<file path="config.mk">
export PLATFORM = sky130hd
export DESIGN_NAME = uart_tx
export DESIGN_NICKNAME = d
export VERILOG_FILES = /design/src/rtl/uart_tx.sv
export SDC_FILE = /design/constraint.sdc
export NUM_CORES = 1
export LEC_CHECK = 0
export CAP_MARGIN = 20
export CORE_MARGIN = 8
export CORE_UTILIZATION = 40
export DETAILED_ROUTE_END_ITERATION = 12
export PLACE_DENSITY = 0.7
export SYNTH_ARGS = -nofsm -noshare
export SYNTH_HDL_FRONTEND = slang
export SYNTH_SLANG_ARGS = --single-unit
</file>
<file path="constraint.sdc">
create_clock -name clk_16bd -period 2.5 [get_ports clk_16bd]
set_clock_uncertainty 0.1 [all_clocks]
set_input_delay 0.5 -clock clk_16bd [delete_from_list [all_inputs] [get_ports clk_16bd]]
set_output_delay 0.5 -clock clk_16bd [all_outputs]
set_load 0.01 [all_outputs]
</file>
<file path="src/rtl/uart_tx.sv">
// UART transmit serializer on the 16x baud clock: start bit, n data bits LSB
// first, optional parity, one or two stop bits. Frame format is latched at acceptance.
module uart_tx #(
   parameter int OVERSAMPLE = 16
) (
   input  logic       clk_16bd,
   input  logic       rst_n,
   input  logic [8:0] tx_data,
   input  logic       tx_valid,
   output logic       tx_ready,
   input  logic       parity,
   input  logic       parity_type,
   input  logic       stop_bits,
   input  logic [3:0] frame_length,
   output logic       tx,
   output logic       busy
);

   typedef enum logic [2:0] {
      IDLE   = 3'd0,
      START  = 3'd1,
      DATA   = 3'd2,
      PARITY = 3'd3,
      STOP   = 3'd4
   } state_t;

   localparam logic [3:0] LAST_TICK = 4'(OVERSAMPLE - 1);

   state_t     state, state_nxt;
   logic [3:0] tick, tick_nxt;
   logic [3:0] bit_idx, bit_idx_nxt;
   logic [8:0] data_q;
   logic [3:0] len_q;
   logic       par_en_q;
   logic       par_bit_q;
   logic       two_stop_q;

   logic       accept;
   logic       tx_nxt;
   logic [3:0] n_eff;
   logic [8:0] data_mask;
   logic       par_calc;

   // Valid/ready: a word moves when tx_valid and tx_ready are both high at a
   // rising edge; tx_ready is registered and high only while IDLE.
   assign accept = tx_valid && tx_ready;

   always_comb begin
      n_eff = frame_length;
      if (frame_length < 4'd5) begin
         n_eff = 4'd5;
      end else if (frame_length > 4'd9) begin
         n_eff = 4'd9;
      end
      data_mask = 9'h1FF >> (4'd9 - n_eff);
      par_calc  = (^(tx_data & data_mask)) ^ parity_type;
   end

   always_comb begin
      state_nxt   = state;
      tick_nxt    = tick;
      bit_idx_nxt = bit_idx;
      case (state)
         IDLE: begin
            if (accept) begin
               state_nxt   = START;
               tick_nxt    = 4'd0;
               bit_idx_nxt = 4'd0;
            end
         end
         START: begin
            tick_nxt = tick + 4'd1;
            if (tick == LAST_TICK) begin
               state_nxt   = DATA;
               bit_idx_nxt = 4'd0;
            end
         end
         DATA: begin
            tick_nxt = tick + 4'd1;
            if (tick == LAST_TICK) begin
               if (bit_idx == len_q - 4'd1) begin
                  state_nxt   = par_en_q ? PARITY : STOP;
                  bit_idx_nxt = 4'd0;
               end else begin
                  bit_idx_nxt = bit_idx + 4'd1;
               end
            end
         end
         PARITY: begin
            tick_nxt = tick + 4'd1;
            if (tick == LAST_TICK) begin
               state_nxt   = STOP;
               bit_idx_nxt = 4'd0;
            end
         end
         STOP: begin
            tick_nxt = tick + 4'd1;
            // bit_idx counts stop bits so two-stop frames reuse the same state
            if (tick == LAST_TICK) begin
               if (two_stop_q && bit_idx == 4'd0) begin
                  bit_idx_nxt = 4'd1;
               end else begin
                  state_nxt   = IDLE;
                  bit_idx_nxt = 4'd0;
               end
            end
         end
         default: begin
            state_nxt = IDLE;
         end
      endcase
   end

   // Line level is derived from the next state so tx is registered yet aligned
   // with the state it belongs to.
   always_comb begin
      tx_nxt = 1'b1;
      case (state_nxt)
         START:   tx_nxt = 1'b0;
         DATA:    tx_nxt = data_q[bit_idx_nxt];
         PARITY:  tx_nxt = par_bit_q;
         default: tx_nxt = 1'b1;
      endcase
   end

   always_ff @(posedge clk_16bd or negedge rst_n) begin
      if (!rst_n) begin
         state      <= IDLE;
         tick       <= 4'd0;
         bit_idx    <= 4'd0;
         data_q     <= 9'd0;
         len_q      <= 4'd0;
         par_en_q   <= 1'b0;
         par_bit_q  <= 1'b0;
         two_stop_q <= 1'b0;
         tx         <= 1'b1;
         tx_ready   <= 1'b1;
         busy       <= 1'b0;
      end else begin
         state    <= state_nxt;
         tick     <= tick_nxt;
         bit_idx  <= bit_idx_nxt;
         tx       <= tx_nxt;
         tx_ready <= (state_nxt == IDLE);
         busy     <= (state_nxt != IDLE);
         if (accept) begin
            data_q     <= tx_data & data_mask;
            len_q      <= n_eff;
            par_en_q   <= parity;
            par_bit_q  <= par_calc;
            two_stop_q <= stop_bits;
         end
      end
   end

endmodule

</file>
* Yosys cells after proc, flatten, opt, wreduce, memory -nomap -nowiden
Cells that the tools add are included.
** Storage, ports and cells
- Output and inout bits :: 3
- Register bits :: 30
- Latch bits :: 0
- ROM bits :: 0
- Memories :: 0
- RAM bits :: 0
- Input bits :: 19
** Operators by class
- Bitwise operators :: 2
- Multipliers :: 0
- $add $sub $neg :: 4
- Shifts and indexed selects :: 1
- Equality and inequality tests :: 10
- Reduce and logical (&&, ||, !) cells :: 11
- Muxes and demuxes :: 23
- $lt $le $gt $ge :: 3
- Div/mod/pow operators :: 0
** Operators with widths (number)
- 4-bit two-way mux :: 8
- 3-bit two-way mux :: 8
- 4-bit case mux with 4 select lines :: 1
- 3-bit case mux with 5 select lines :: 1
- 3-bit by 2-bit equality test with 1-bit output (second input constant) :: 4
- 9-bit AND :: 1
- 9-bit parity :: 1
- 9-bit by 4-bit >> shifter with 9-bit output (first input constant) :: 1
- 4-bit by 1-bit adder with 4-bit output (second input constant) :: 2
- 4-bit case mux with 2 select lines :: 1
- 3-bit by 1-bit equality test with 1-bit output (second input constant) :: 2
- 3-bit logical NOT :: 2
- 4-bit by 5-bit less-than comparator with 1-bit output (second input constant) :: 1
- 1-bit binary-select mux with 4-bit select :: 1
- 4-bit equality test :: 1
- 4-bit equality test (second input constant) :: 1
- 4-bit > comparator (second input constant) :: 1
- 4-bit logical NOT :: 1
- 4-bit by 3-bit less-than comparator with 1-bit output (second input constant) :: 1
- 4-bit OR reduction :: 1
- 4-bit by 1-bit subtractor with 4-bit output (second input constant) :: 1
- 4-bit subtractor (first input constant) :: 1
- 3-bit equality test (second input constant) :: 1
- 1-bit case mux with 3 select lines :: 1
- 8 further kinds :: 10

* Depth between registers and ports, before layout
- Word-level depth :: 8
- Gate-level depth with buffers :: 10
- Gate-level depth less buffers :: 9

* Worst setup path before layout
Ideal clock, no wire load.
- Path kind :: input -> register
- From :: input frame_length[3]
- To :: register par_bit_q
- Data arrival time :: 2.362 ns
- Library setup time :: 0.131 ns
- Path buffers :: 1
- Stages on the path :: 10
- Slack :: -0.093 ns
- Data required time :: 2.269 ns
- Cells stage by stage :: buf_4 nand3b_4 ha_1 inv_1 o31ai_1 xor2_1 or3_1 a21oi_1 xnor2_1 o21ai_1
** On the way
- Longest elaborated chain between the ends :: 8
** Ends and longest elaborated chain
- start, declared :: RTL line 14 : input logic [3:0] frame_length,
- 4-bit > comparator :: RTL line 52 : end else if (frame_length > 4'd9) begin
- 4-bit two-way mux :: RTL line 52
- 4-bit two-way mux (*) :: RTL line 50 : if (frame_length < 4'd5) begin
- 4-bit subtractor (*) :: RTL line 55 : data_mask = 9'h1FF >> (4'd9 - n_eff);
- 9-bit by 4-bit >> shifter with 9-bit output (*) :: RTL line 55
- 9-bit AND (*) :: RTL line 56 : par_calc = (^(tx_data & data_mask)) ^ parity_type;
- 9-bit parity (*) :: RTL line 56
- 1-bit bitwise XOR (*) :: RTL line 56
- end signal, assigned :: RTL line 150 : par_bit_q <= par_calc;
- end, declared :: RTL line 35 : logic par_bit_q;
Mark *: on every way between the ends. The rest lies on a longest branch, timed or not.
A chain may end at the register's enable or synchronous reset.

* Worst setup path in the final report
Same ends and word-level chain as after synthesis.

==> flow_metrics.tcl <==
set metrics [dict create \
    synth.avg_cell_area_sq_um 9.21 \
    cts-root-buf "clkbuf_8" \
    cts-buffers-inserted 5 \
    hold_depth 2 \
    clk_latency_ps 280 \
    yosys_warnings 0 \
    fin_crit_ps 2440 \
    vias 1773 \
    r2r_start "tick[1]$_DFFE_PN0P_" \
    ys_async_sr_fraction 1.00 \
    outcome "complete, no violations" \
    reg2reg_slack_ps 110 \
    wl_mm 4.43 \
    p_leak_nw 1.14 \
    synth-seq-area-share 0.365 \
    routabilityCongestion 0.843 \
    criticalPathCategory "in -> reg" \
    tightest_slew_ps 538 \
    powerDensity_nw_per_um2 902 \
    ys_seq_elements 30 \
    clock_sinks 30 \
    finalSetupViolations 0 \
    cp_max_fo 4 \
    hold_buffers 0 \
    dieWidth_um 87.8 \
    grt_pass1_wl_mm 7.84 \
    hp-start "data_q[2]$_DFFE_PN0P_" \
    fmax_mhz 409 \
    worstPathArrival_ps 2510 \
    hold_path.class "reg -> reg" \
    synthFlopType "dfrtp_1" \
    syn_to_final_growth_pct 30.7 \
    grt_max_degree 31 \
    synth_fp_nets 250 \
    grt_antenna_before_repair 0 \
    io_buffers 21 \
    slew_headroom 0.642 \
    die_area_sq_um 7710 \
    drc 0 \
    path_delay_family "buffers and inverters" \
    clkTransAtPathRegs_ps 60 \
    routed_via_density 5.15 \
    nNetsFinal 299 \
    ys_types 61 \
    cts_tree "yes" \
    crit_top_cell "xnor2_1" \
    total_power_mw 2.43 \
    initial_core_util 0.409 \
    max_cap_violations 0 \
    insertedDiodeCount 0 \
    start_kind "input port" \
    r2r_cells 9 \
    r2r_end "tx$_DFF_PN1_" \
    crit_buf_inv 3 \
    hold_viol_final 0 \
    first_pass_iters 4 \
    overflow 0 \
    whs_endpoint "data_q[2]$_DFFE_PN0P_" \
    cp_slowest_stage_delay_ps 430 \
    crit_path_end_kind "flip-flop" \
    boundaryPins 22 \
    htree_num_levels 2 \
    first_iter_violations 90 \
    cts_buffer_depth 2 \
    fin_crit_sh 0.977 \
    rsz0062_at_grt "yes" \
    design.core.area_sq_um 5040 \
    ir_drop_mv 0.293 \
    placed_cells 333 \
    fin_cells 344 \
    slew_violations 0 \
    hpwl_mm 3.39 \
    ant_nets 0 \
    synth_enable_flop_cells 0 \
    dieHeight_um 87.8 \
    path_cells "clkdlybuf4s50_1 > nand3b_4 > ha_4 > inv_1 > buf_4 > and3_1 > a31oi_1 > xor2_1 > xnor2_1 > xnor2_1 > o21ai_1" \
    grt_pass1_vias 1767 \
    synthesis.area_sq_um 2060 \
    crit_required_ps 2570 \
    rows 26 \
    wl_per_cell_um 12.9 \
    postSynthCellCount 224 \
    critical_path.slowest_cell "clkdlybuf4s50_1" \
    gr-usage-all-layers 0.129 \
    utilization 0.534 \
    layout-drive-gt1-share 0.252 \
]
[metal layers]
metal,GRT usage,part of all wire
met2,0.210,0.48
met5,0,0
met1,0.160,0.46
met3,0.0375,0.044
met4,0.0406,0.013
[cells in the mapped netlist (4+ instances only)]
master | count | area share
mux2i_1 | 5 | 0.024
nor3_1 | 6 | 0.015
nand2_1 | 28 | 0.051
dfrtp_1 | 28 | 0.34
o21ai_0 | 14 | 0.034
xor2_1 | 6 | 0.025
nand2b_1 | 5 | 0.015
inv_1 | 12 | 0.022
xnor2_1 | 6 | 0.025
nor2_1 | 11 | 0.020
a21oi_1 | 17 | 0.041
o31ai_1 | 6 | 0.022
clkbuf_1 | 4 | 0.0073
nand3_1 | 6 | 0.015
ha_1 | 7 | 0.042
[worst max-delay path by stage]
stage | from | end | cells after the start
3_3_place_gp | frame_length[2] | par_bit_q$_DFFE_PN0P_ | 8
4_1_cts | frame_length[2] | par_bit_q$_DFFE_PN0P_ | 10
3_5_place_dp | frame_length[2] | par_bit_q$_DFFE_PN0P_ | 8
6_report | frame_length[3] | par_bit_q$_DFFE_PN0P_ | 11
5_1_grt | frame_length[3] | par_bit_q$_DFFE_PN0P_ | 11
2_1_floorplan | frame_length[3] | par_bit_q$_DFFE_PN0P_ | 10
[final cells by class]
class,instances,area [sq um]
Fill cell,471,2350
Multi-Input combinational cell,172,1270
Sequential cell,30,753
Timing Repair Buffer,52,444
Tap cell,70,87.6
Clock buffer,7,86.3
Inverter,12,45.0
Clock inverter,1,5.00
[cell usage in the layout, fill, tap and decap left out, drive strengths merged, types with 2 or more instances in the layout]
master         Yosys  routed
or3                3       3
inv               12      12
clkdlybuf4s50      0      19
o31a               2       2
nand2b             5       5
ha                 7       7
a211oi             3       3
a311oi             2       2
xnor2              7       7
dfrtp             28      28
mux2               3       3
nor3               7       7
nand3              7       7
o21ai             16      16
and3               3       3
clkbuf             5       7
a21oi             17      17
nor2              12      12
nand2             28      28
mux2i              5       5
xor2               6       6
nand4              3       3
or2                2       2
dfstp              2       2
a31oi              3       3
o31ai              8       8
buf                5      31
[power breakdown]
| part | total (mW) | internal [mW] | switching (mW) | leakage, nW |
|---|---|---|---|---|
| clock network | 0.400 | 0.222 | 0.179 | 0.0482 |
| registers | 0.831 | 0.680 | 0.151 | 0.374 |
| logic | 1.20 | 0.583 | 0.617 | 0.718 |
| total | 2.43 | 1.49 | 0.946 | 1.14 |
[worst register-to-register path, cell delays in order, from the launching register on]
cell and delay [ps]:
dfrtp_1 400, ha_2 240, and3_4 250, and2_1 160, nand2_1 150, o31ai_4 340
buf_4 180, mux2i_1 210, a22oi_1 90, a31o_1 220
[cell families after synthesis]
logic type                 Yosys count  share of synthesized area
AOI/OAI and AO/OA                   61                      0.207
xor gates and xnor gates            14                     0.0698
adders and majority gates            7                     0.0425
buffers and inverters               22                     0.0522
DFF                                 30                      0.365
muxes                                8                     0.0407
and+or+nand+nor                     82                      0.223
[sequential cells by signal (all words and copies together) (netlist names)]
name        cells
tx_ready        1
tick            4
len_q           4
busy            1
par_en_q        1
two_stop_q      1
par_bit_q       1
state           3
data_q          9
bit_idx         4
tx              1
[through the flow]
step	instance area, sq um	setup WS, ps	hold slack, ps	setup TNS [ps]
2_1_floorplan	2090	25.3	104	0
3_3_place_gp	2530	-283	360	-348
3_5_place_dp	2530	-322	366	-401
4_1_cts	2630	1.95	385	0
5_1_grt	2700	-29.5	412	-29.5
6_report	2700	57.8	381	0
[repair_timing]
| action | in CTS | in global routing |
|---|---|---|
| setup buffers | 0 | 3 |
| pin swaps | 0 | 4 |
| endpoints found under the hold margin | 0 | 0 |
| endpoints found under the setup margin | 1 | 3 |
| gates resized for setup | 2 | 10 |
Power figures use the tool's default switching activity.
